===== src/rtl/bcd_ctrl_pkg.sv =====
// Shared definitions for the BCD counter controller.
//   - command opcodes carried on cmd_op
//   - controller state encoding
//   - largest legal value of a BCD digit
package bcd_ctrl_pkg;

  localparam logic [1:0] CMD_START = 2'b00;
  localparam logic [1:0] CMD_STOP  = 2'b01;
  localparam logic [1:0] CMD_LOAD  = 2'b10;
  localparam logic [1:0] CMD_CLEAR = 2'b11;

  localparam logic [3:0] BCD_MAX = 4'd9;

  typedef enum logic [1:0] {
    ST_IDLE = 2'd0,
    ST_RUN  = 2'd1,
    ST_DONE = 2'd2
  } state_t;

endpackage


===== src/rtl/bcd_digit_inc.sv =====
// Combinational increment of a single BCD digit.
// Ports:
//   digit_in  - current digit value (0..9)
//   carry_in  - increment request from the lower digit (1 for digit 0)
//   digit_out - digit value after the optional increment
//   carry_out - this digit wraps 9->0, so the next digit must increment
module bcd_digit_inc
  import bcd_ctrl_pkg::*;
(
  input  logic [3:0] digit_in,
  input  logic       carry_in,
  output logic [3:0] digit_out,
  output logic       carry_out
);

  always_comb begin
    digit_out = digit_in;
    carry_out = 1'b0;
    if (carry_in) begin
      if (digit_in == BCD_MAX) begin
        digit_out = 4'd0;
        carry_out = 1'b1;
      end else begin
        digit_out = digit_in + 4'd1;
      end
    end
  end

endmodule


===== src/rtl/bcd_counter_ctrl.sv =====
// Command-driven controller for a DIGITS-wide BCD event counter.
// Ports:
//   clock, clear_n       - clock and synchronous active-low reset
//   cmd_valid/cmd_ready  - command handshake; cmd_op selects START/STOP/LOAD/CLEAR
//   load_value           - preset used by LOAD (digit 0 in bits [3:0])
//   limit, reload        - terminal count and auto-reload/one-shot select
//   tick                 - count event, one increment per cycle high
//   count                - current BCD count
//   running              - high while in RUN
//   done, overflow, err  - single-cycle event pulses
module bcd_counter_ctrl
  import bcd_ctrl_pkg::*;
#(
  parameter int DIGITS = 4
) (
  input  logic                  clock,
  input  logic                  clear_n,
  input  logic                  cmd_valid,
  output logic                  cmd_ready,
  input  logic [1:0]            cmd_op,
  input  logic [4*DIGITS-1:0]   load_value,
  input  logic [4*DIGITS-1:0]   limit,
  input  logic                  reload,
  input  logic                  tick,
  output logic [4*DIGITS-1:0]   count,
  output logic                  running,
  output logic                  done,
  output logic                  overflow,
  output logic                  err
);

  localparam int CW = 4 * DIGITS;

  // True when every nibble of v is a legal BCD digit.
  function automatic logic is_bcd(input logic [CW-1:0] v);
    logic ok;
    ok = 1'b1;
    for (int i = 0; i < DIGITS; i++) begin
      if (v[4*i +: 4] > BCD_MAX) ok = 1'b0;
    end
    return ok;
  endfunction

  state_t          state_q, state_d;
  logic [CW-1:0]   count_q, count_d;
  logic            running_q, running_d;
  logic            done_q, done_d;
  logic            overflow_q, overflow_d;
  logic            err_q, err_d;
  logic            ready_q, ready_d;

  logic [CW-1:0]   count_inc;
  logic [DIGITS:0] carry;
  logic            accept;
  logic            limit_hit;
  logic            all_nines;

  // Ripple chain: digit 0 always increments, higher digits on carry.
  assign carry[0] = 1'b1;

  for (genvar g = 0; g < DIGITS; g++) begin : g_digit
    bcd_digit_inc u_inc (
      .digit_in  (count_q[4*g +: 4]),
      .carry_in  (carry[g]),
      .digit_out (count_inc[4*g +: 4]),
      .carry_out (carry[g+1])
    );
  end

  // Carry out of the top digit means every digit was 9.
  assign all_nines = carry[DIGITS];
  // A limit holding a non-BCD nibble must never match.
  assign limit_hit = is_bcd(limit) && (count_q == limit);
  assign accept    = cmd_valid && ready_q;

  always_comb begin
    state_d    = state_q;
    count_d    = count_q;
    done_d     = 1'b0;
    overflow_d = 1'b0;
    err_d      = 1'b0;
    ready_d    = !accept;

    if (accept) begin
      // Commands win over a same-cycle tick; the tick is dropped.
      case (cmd_op)
        CMD_START: begin
          if (state_q == ST_DONE) begin
            count_d = '0;
            state_d = ST_RUN;
          end else if (state_q == ST_IDLE) begin
            state_d = ST_RUN;
          end
        end
        CMD_STOP: begin
          state_d = ST_IDLE;
        end
        CMD_LOAD: begin
          if ((state_q == ST_IDLE) && is_bcd(load_value)) begin
            count_d = load_value;
          end else begin
            err_d = 1'b1;
          end
        end
        default: begin
          count_d = '0;
          state_d = ST_IDLE;
        end
      endcase
    end else if (tick && (state_q == ST_RUN)) begin
      if (limit_hit) begin
        done_d = 1'b1;
        if (reload) begin
          count_d = '0;
        end else begin
          state_d = ST_DONE;
        end
      end else begin
        count_d    = count_inc;
        overflow_d = all_nines;
      end
    end

    running_d = (state_d == ST_RUN);
  end

  always_ff @(posedge clock) begin
    if (!clear_n) begin
      state_q    <= ST_IDLE;
      count_q    <= '0;
      running_q  <= 1'b0;
      done_q     <= 1'b0;
      overflow_q <= 1'b0;
      err_q      <= 1'b0;
      ready_q    <= 1'b1;
    end else begin
      state_q    <= state_d;
      count_q    <= count_d;
      running_q  <= running_d;
      done_q     <= done_d;
      overflow_q <= overflow_d;
      err_q      <= err_d;
      ready_q    <= ready_d;
    end
  end

  assign count     = count_q;
  assign running   = running_q;
  assign done      = done_q;
  assign overflow  = overflow_q;
  assign err       = err_q;
  assign cmd_ready = ready_q;

endmodule


===== config.mk =====
export PLATFORM = sky130hd
export DESIGN_NAME = bcd_counter_ctrl
export DESIGN_NICKNAME = d
export VERILOG_FILES = /design/src/rtl/bcd_ctrl_pkg.sv /design/src/rtl/bcd_digit_inc.sv /design/src/rtl/bcd_counter_ctrl.sv
export SDC_FILE = /design/constraint.sdc
export NUM_CORES = 1
export LEC_CHECK = 0
export BUFFER_PORTS_ARGS = -buffer_cell sky130_fd_sc_hd__buf_2
export CAP_MARGIN = 30
export CORE_UTILIZATION = 35
export CTS_CLUSTER_DIAMETER = 50
export CTS_CLUSTER_SIZE = 10
export DETAILED_ROUTE_END_ITERATION = 12
export PLACE_DENSITY = 0.56
export SLEW_MARGIN = 20
export SYNTH_ARGS = -nofsm -noshare
export SYNTH_HDL_FRONTEND = slang
export SYNTH_SLANG_ARGS = --single-unit

===== constraint.sdc =====
create_clock -name clock -period 2.31 [get_ports clock]
set_input_delay 0 -clock clock [delete_from_list [all_inputs] [get_ports clock]]
set_output_delay 0 -clock clock [all_outputs]
set_load 0.01 [all_outputs]

# After elaboration in Yosys (flattened, before gate mapping)

Index checks and enable logic that the tools add are counted.

Register bits: 23
Bits in latches: 0
Bits in writable memories: 0
Bits in read-only memories: 0
Memories: 0

Add/sub/neg operators: 4
$mul: 0
Divide/modulo/power cells: 0
$lt $le $gt $ge: 8
Equality and inequality tests: 14
Shift operators: 0
Muxes and demuxes: 39
Bitwise logic cells: 3
Reduce and logical (&&, ||, !) cells: 18

Operators by type and width:

| operator              | number |
|---|---|
| $mux W16              | 6 |
| $pmux W16 S3          | 1 |
| $gt A4 B4 Y1 const B  | 8 |
| $mux W4               | 7 |
| $mux W1               | 18 |
| $reduce_and A6 Y1     | 3 |
| $add A4 B1 Y4 const B | 4 |
| $eq A16 B16 Y1        | 1 |
| $eq A4 B4 Y1 const B  | 4 |
| $mux W2               | 6 |
| $ne A3 B3 Y1 const B  | 3 |
| $reduce_bool A3 Y1    | 3 |
| $eq A2 B1 Y1 const B  | 3 |
| $reduce_and A5 Y1     | 1 |
| $reduce_or A5 Y1      | 1 |
| $eq A2 B2 Y1 const B  | 2 |
| $logic_and A1 B1 Y1   | 4 |
| $logic_not A2 Y1      | 2 |
| $pmux W2 S2           | 1 |
| $not A1 Y1            | 3 |
| $reduce_and A3 Y1     | 1 |
| $reduce_or A3 Y1      | 1 |
| $ne A2 B2 Y1 const B  | 1 |
| $reduce_bool A2 Y1    | 1 |
| $logic_not A1 Y1      | 1 |

# Longest topological paths before layout

Word-level depth: 11
Depth in mapped cells: 9
Mapped depth without buffers: 8

# Cells and area by module

Synthesis repeated with hierarchy kept, for this count alone.

Cells, all modules: 216
Area total of the unflattened synthesis: 1,706.6 um2

Modules (own cells, without submodules):

| module           | instances | cells an instance | area an instance (um2) | sequential area each (um2) |
|---|---|---|---|---|
| bcd_counter_ctrl | 1         | 164               | 1,336.3                | 460.4 |
| bcd_digit_inc    | 4         | 13                | 92.6                   | 0.0 |

# Least setup slack after synthesis

OpenSTA, ideal clock, no wires.

Path kind: reg2reg
Start: register count_q[8] (netlist: count[8])
End: register count_q[11] (netlist: count[11])
Arrival time: 1.870 ns
Data required time: 2.191 ns
Path slack: 0.321 ns
Stages on the path, launching flop included: 8
Clock period less this slack: 1.989 ns
Path through: dfxtp_1 > xor2_1 > a2111oi_2 > and4_1 > buf_2 > nand2_1 > a32o_1 > o221a_2

Longest elaborated chain between the ends: 6
Elaborated cells between the ends (all ways): 12
Those cells by class: add/sub: 1; eq/ne: 3; mux: 5; reduce/logical: 3

RTL lines:

| item                                          | RTL line                                 | text |
|---|---|---|
| start: declaration                            | bcd_counter_ctrl.sv:45                   | `logic [CW-1:0] count_q, count_d;` |
| start signal: assignment                      | bcd_counter_ctrl.sv:138                  | `count_q <= count_d;` |
| $add A4 B1 Y4 or $eq A4 B4 Y1 (tied branches) | bcd_digit_inc.sv:24, bcd_digit_inc.sv:20 |  |
| $mux W4                                       | bcd_digit_inc.sv:20                      | `if (digit_in == BCD_MAX) begin` |
| $mux W4                                       | bcd_digit_inc.sv:19                      | `if (carry_in) begin` |
| $mux W16                                      | bcd_counter_ctrl.sv:111                  | `if (limit_hit) begin` |
| $mux W16                                      | bcd_counter_ctrl.sv:110                  | `end else if (tick && (state_q == ST_RUN)) begin` |
| $mux W16                                      | bcd_counter_ctrl.sv:84                   | `if (accept) begin` |

Several ways; a longest one is shown, not always the timed one. The select of a mux whose other input is x is not followed.
A chain may end at the register's enable or synchronous reset.

# Final worst setup path

Start: register count_q[10] (netlist: count[10])
End: register count_q[11] (netlist: count[11])

The elaborated chain is that of the path after synthesis.

==> summary.md <==
| Metric | Value |
|---|---|
| Status | `completed` |
| Post-CTS Hold Fix Bufs | `0` |
| Fin crit share | `92.6%` |
| Final GP Congestion | `0.876` |
| # DRC | `0` |
| Final hold violation count | `0` |
| Nets | `332` |
| Worst Setup EP | `count[11]` |
| Num rows | `25` |
| Max Clock Freq | `467 MHz` |
| Clk root buf | `clkbuf_8` |
| Post-synth EDFFs | `0` |
| Cells on worst reg2reg path | `6` |
| WHS Path Cells | `3` |
| Cell with the most instances after synthesis | `dfxtp_1` |
| Synth cell count leaders | `23 x dfxtp_1, 19 x nand2_1, 16 x o21ai_0` |
| Worst Tran Pin Value | `0.406 ns` |
| Worst-Skew Late Latency | `0.26 ns` |
| Resized Gates After CTS | `0` |
| Vias in the first global route | `1721` |
| Distinct cells, synth | `55` |
| Register bit total from synthesis | `23` |
| WS Path Type | `reg -> reg` |
| Vias/cell | `5.45` |
| Final antenna-violating net count | `0` |
| Max Slew Vio Count | `0` |
| Number of H-tree levels | `1` |
| Max_slew headroom | `73.0%` |
| Crit path DAT | `2.30 ns` |
| Die span in x | `72.4 microns` |
| Sum Neg Setup Slack | `0 ns` |
| Peak supply drop | `0.174 mV` |
| Initial Util | `36.5%` |
| Crit path largest cell delay | `0.44 ns` |
| RSZ-0062 raised after global routing | `no` |
| Syn nets | `261` |
| Setup ws final | `0.171 ns` |
| FF/Latch Area | `460 sq um` |
| Longest Clk Path Bufs | `2` |
| Power Total | `0.000975 W` |
| CP max-delay cell | `dfxtp_1` |
| Synth top area cells | `dfxtp_1 27%, ha_1 5.8%, xor2_1 5.1%` |
| CTS buffer count | `3` |
| PortBufs | `59` |
| Core Region | `4750 sq um` |
| # setup viols final | `0` |
| CTS sink cnt | `23` |
| Synthesized cell area | `1730 sq um` |
| Pleak | `1.04 nW` |
| Post-CTS Setup Bufs | `0` |
| Multi-input logic area | `1190 sq um` |
| Initial antenna violation count | `0` |
| GR Overflow Total | `0` |
| Power per cell area | `437 nW/um^2` |
| Iteration-0 DRC Markers | `77` |
| Yosys top cell by area | `dfxtp_1` |
| Hold Slack | `0.0224 ns` |
| Fillers | `519` |
| Drt total wl | `5240 microns` |
| Async set-reset flop share out of synthesis | `0%` |
| Setup crit end kind | `flip-flop` |
| Critical path launch point type | `flip-flop` |
| Die Ht | `72.4 microns` |
| Routed len/inst | `14.9 microns` |
| Post-synthesis sequential area ratio | `26.6%` |
| CTS clock-pin slew for the worst setup and hold paths | `0.09 ns` |
| Vias post-DR | `1914` |
| DRT Pass-1 Iters | `4` |
| Worst-path cell chain | `nand2b_1 -> a2111oi_2 -> and4_1 -> nand2_1 -> a32o_1 -> o221a_2` |
| Synth warn | `0` |
| Die ar. | `5240 sq um` |
| CP required | `2.47 ns` |
| Max-Cap Viols | `0` |
| First-pass GRT wire length | `8400 microns` |
| Synth top area share | `26.6%` |
| FF-to-FF setup slack | `0.17 ns` |
| Most used DFF post-synth | `dfxtp_1` |
| Min-delay worst type | `in -> reg` |
| Clock Skews | `0.00275 ns` |
| Io pins | `60` |
| TritonCTS clock tree | `done` |
| Tot GR Track Use | `20.9%` |
| HPWL after DPL | `4220 microns` |
| Share of layout cells above drive strength 1 | `32.0%` |
| Reg-to-reg critical path startpoint | `count[10]` |
| Synthesized area per cell | `8.10 sq um` |
| Crit-path max FO | `6` |
| Post-Place Setup Slack | `0.193 ns` |
| Pin count of the biggest net entering global routing | `22` |
| Antenna diode instance count | `0` |
| Worst setup path start | `count[10]` |
| Layout area overhead | `28.6%` |
| Min Tclk post-route | `2.14 ns` |
| Cell count after synthesis | `214` |
| RR Endpoint | `count[11]` |
==> power breakdown <==
part           switching, W  leakage, nW  total (W)  internal, W
combinational      0.000150        0.822   0.000276     0.000126
clock              0.000138       0.0255   0.000258     0.000121
sequential        0.0000251        0.187   0.000441     0.000416
total              0.000313         1.04   0.000975     0.000662
==> worst max-delay path: cells and delay by family, from the launching register on <==
| family | cells | cell delay (ns) |
|---|---|---|
| compound gates | 3 | 0.92 |
| flops | 1 | 0.44 |
| simple gates | 3 | 0.68 |
==> routing by layer <==
layer | share of wire (%) | wire, microns | vias up | track usage, %
li1 | - | - | 949 | -
met1 | 49 | 2540 | 893 | 30.0
met2 | 44 | 2330 | 66 | 32.2
met3 | 5.6 | 292 | 6 | 2.64
met4 | 1.4 | 72 | 0 | 7.19
met5 | 0 | 0 | - | 0
==> final cells by class <==
cell class,instances,area share [%]
inverter,10,1.68
tap,67,3.76
timing repair buffer,75,18.6
clock buffer,3,1.85
clock inverter,1,0.224
multi-input combinational,172,53.2
sequential,23,20.6
==> through the flow <==
| stage | utilization, % | cells | instance area, sq um |
|---|---|---|---|
| floorplan | - | 214 | 1730 |
| global placement | 45.9 | 347 | 2180 |
| detailed placement | 45.9 | 347 | 2180 |
| CTS | 46.9 | 351 | 2230 |
| global route | 46.9 | 351 | 2230 |
| finish | 46.9 | 351 | 2230 |
==> cells in the final DEF, fill, tap and decap left out, types with 4 or more instances in the layout <==
cell	synthesis	routed
nor2_1	12	12
inv_1	9	9
o21ai_0	16	16
buf_4	1	16
a211o_1	4	4
nand2b_1	4	4
nand3_1	11	11
xor2_1	10	10
a21oi_1	9	9
o21a_1	4	4
nand3b_1	5	5
dfxtp_1	23	23
nor3_1	4	4
ha_1	8	8
o211a_1	6	6
a22oi_1	6	6
buf_2	3	59
nand2_1	19	19
a221o_1	5	5
==> flip-flops by register name, summed over array words and instances, names as in the netlist <==
name	count
count	16
state_q	2
cmd_ready	1
done	1
err	1
overflow	1
running	1
==> logic make-up (layout without fill, tap and decap cells) <==
| group | Yosys count | count (layout) | synth area share (%) |
|---|---|---|---|
| AO/OA/AOI/OAI | 77 | 77 | 33.4 |
| XOR/XNOR | 11 | 11 | 5.56 |
| adder cells (fa/ha/maj) | 8 | 8 | 5.77 |
| buffers and inverters | 19 | 89 | 4.98 |
| flip-flops | 23 | 23 | 26.6 |
| multiplexers | 2 | 2 | 1.15 |
| AND/OR/NAND/NOR | 74 | 74 | 22.6 |
==> how the worst min path moves through the flow <==
| stage | slack (ns) | endpoint | from |
|---|---|---|---|
| after floorplan | 0.16 | count[14] | load_value[14] |
| after global placement | 0.31 | count[14] | load_value[14] |
| after detailed placement | 0.31 | count[14] | load_value[14] |
| after CTS | 0.02 | count[14] | load_value[14] |
| after global routing | 0.03 | count[14] | load_value[14] |
| final | 0.02 | count[14] | load_value[14] |
Note: power is estimated with default switching activity, not from simulation.
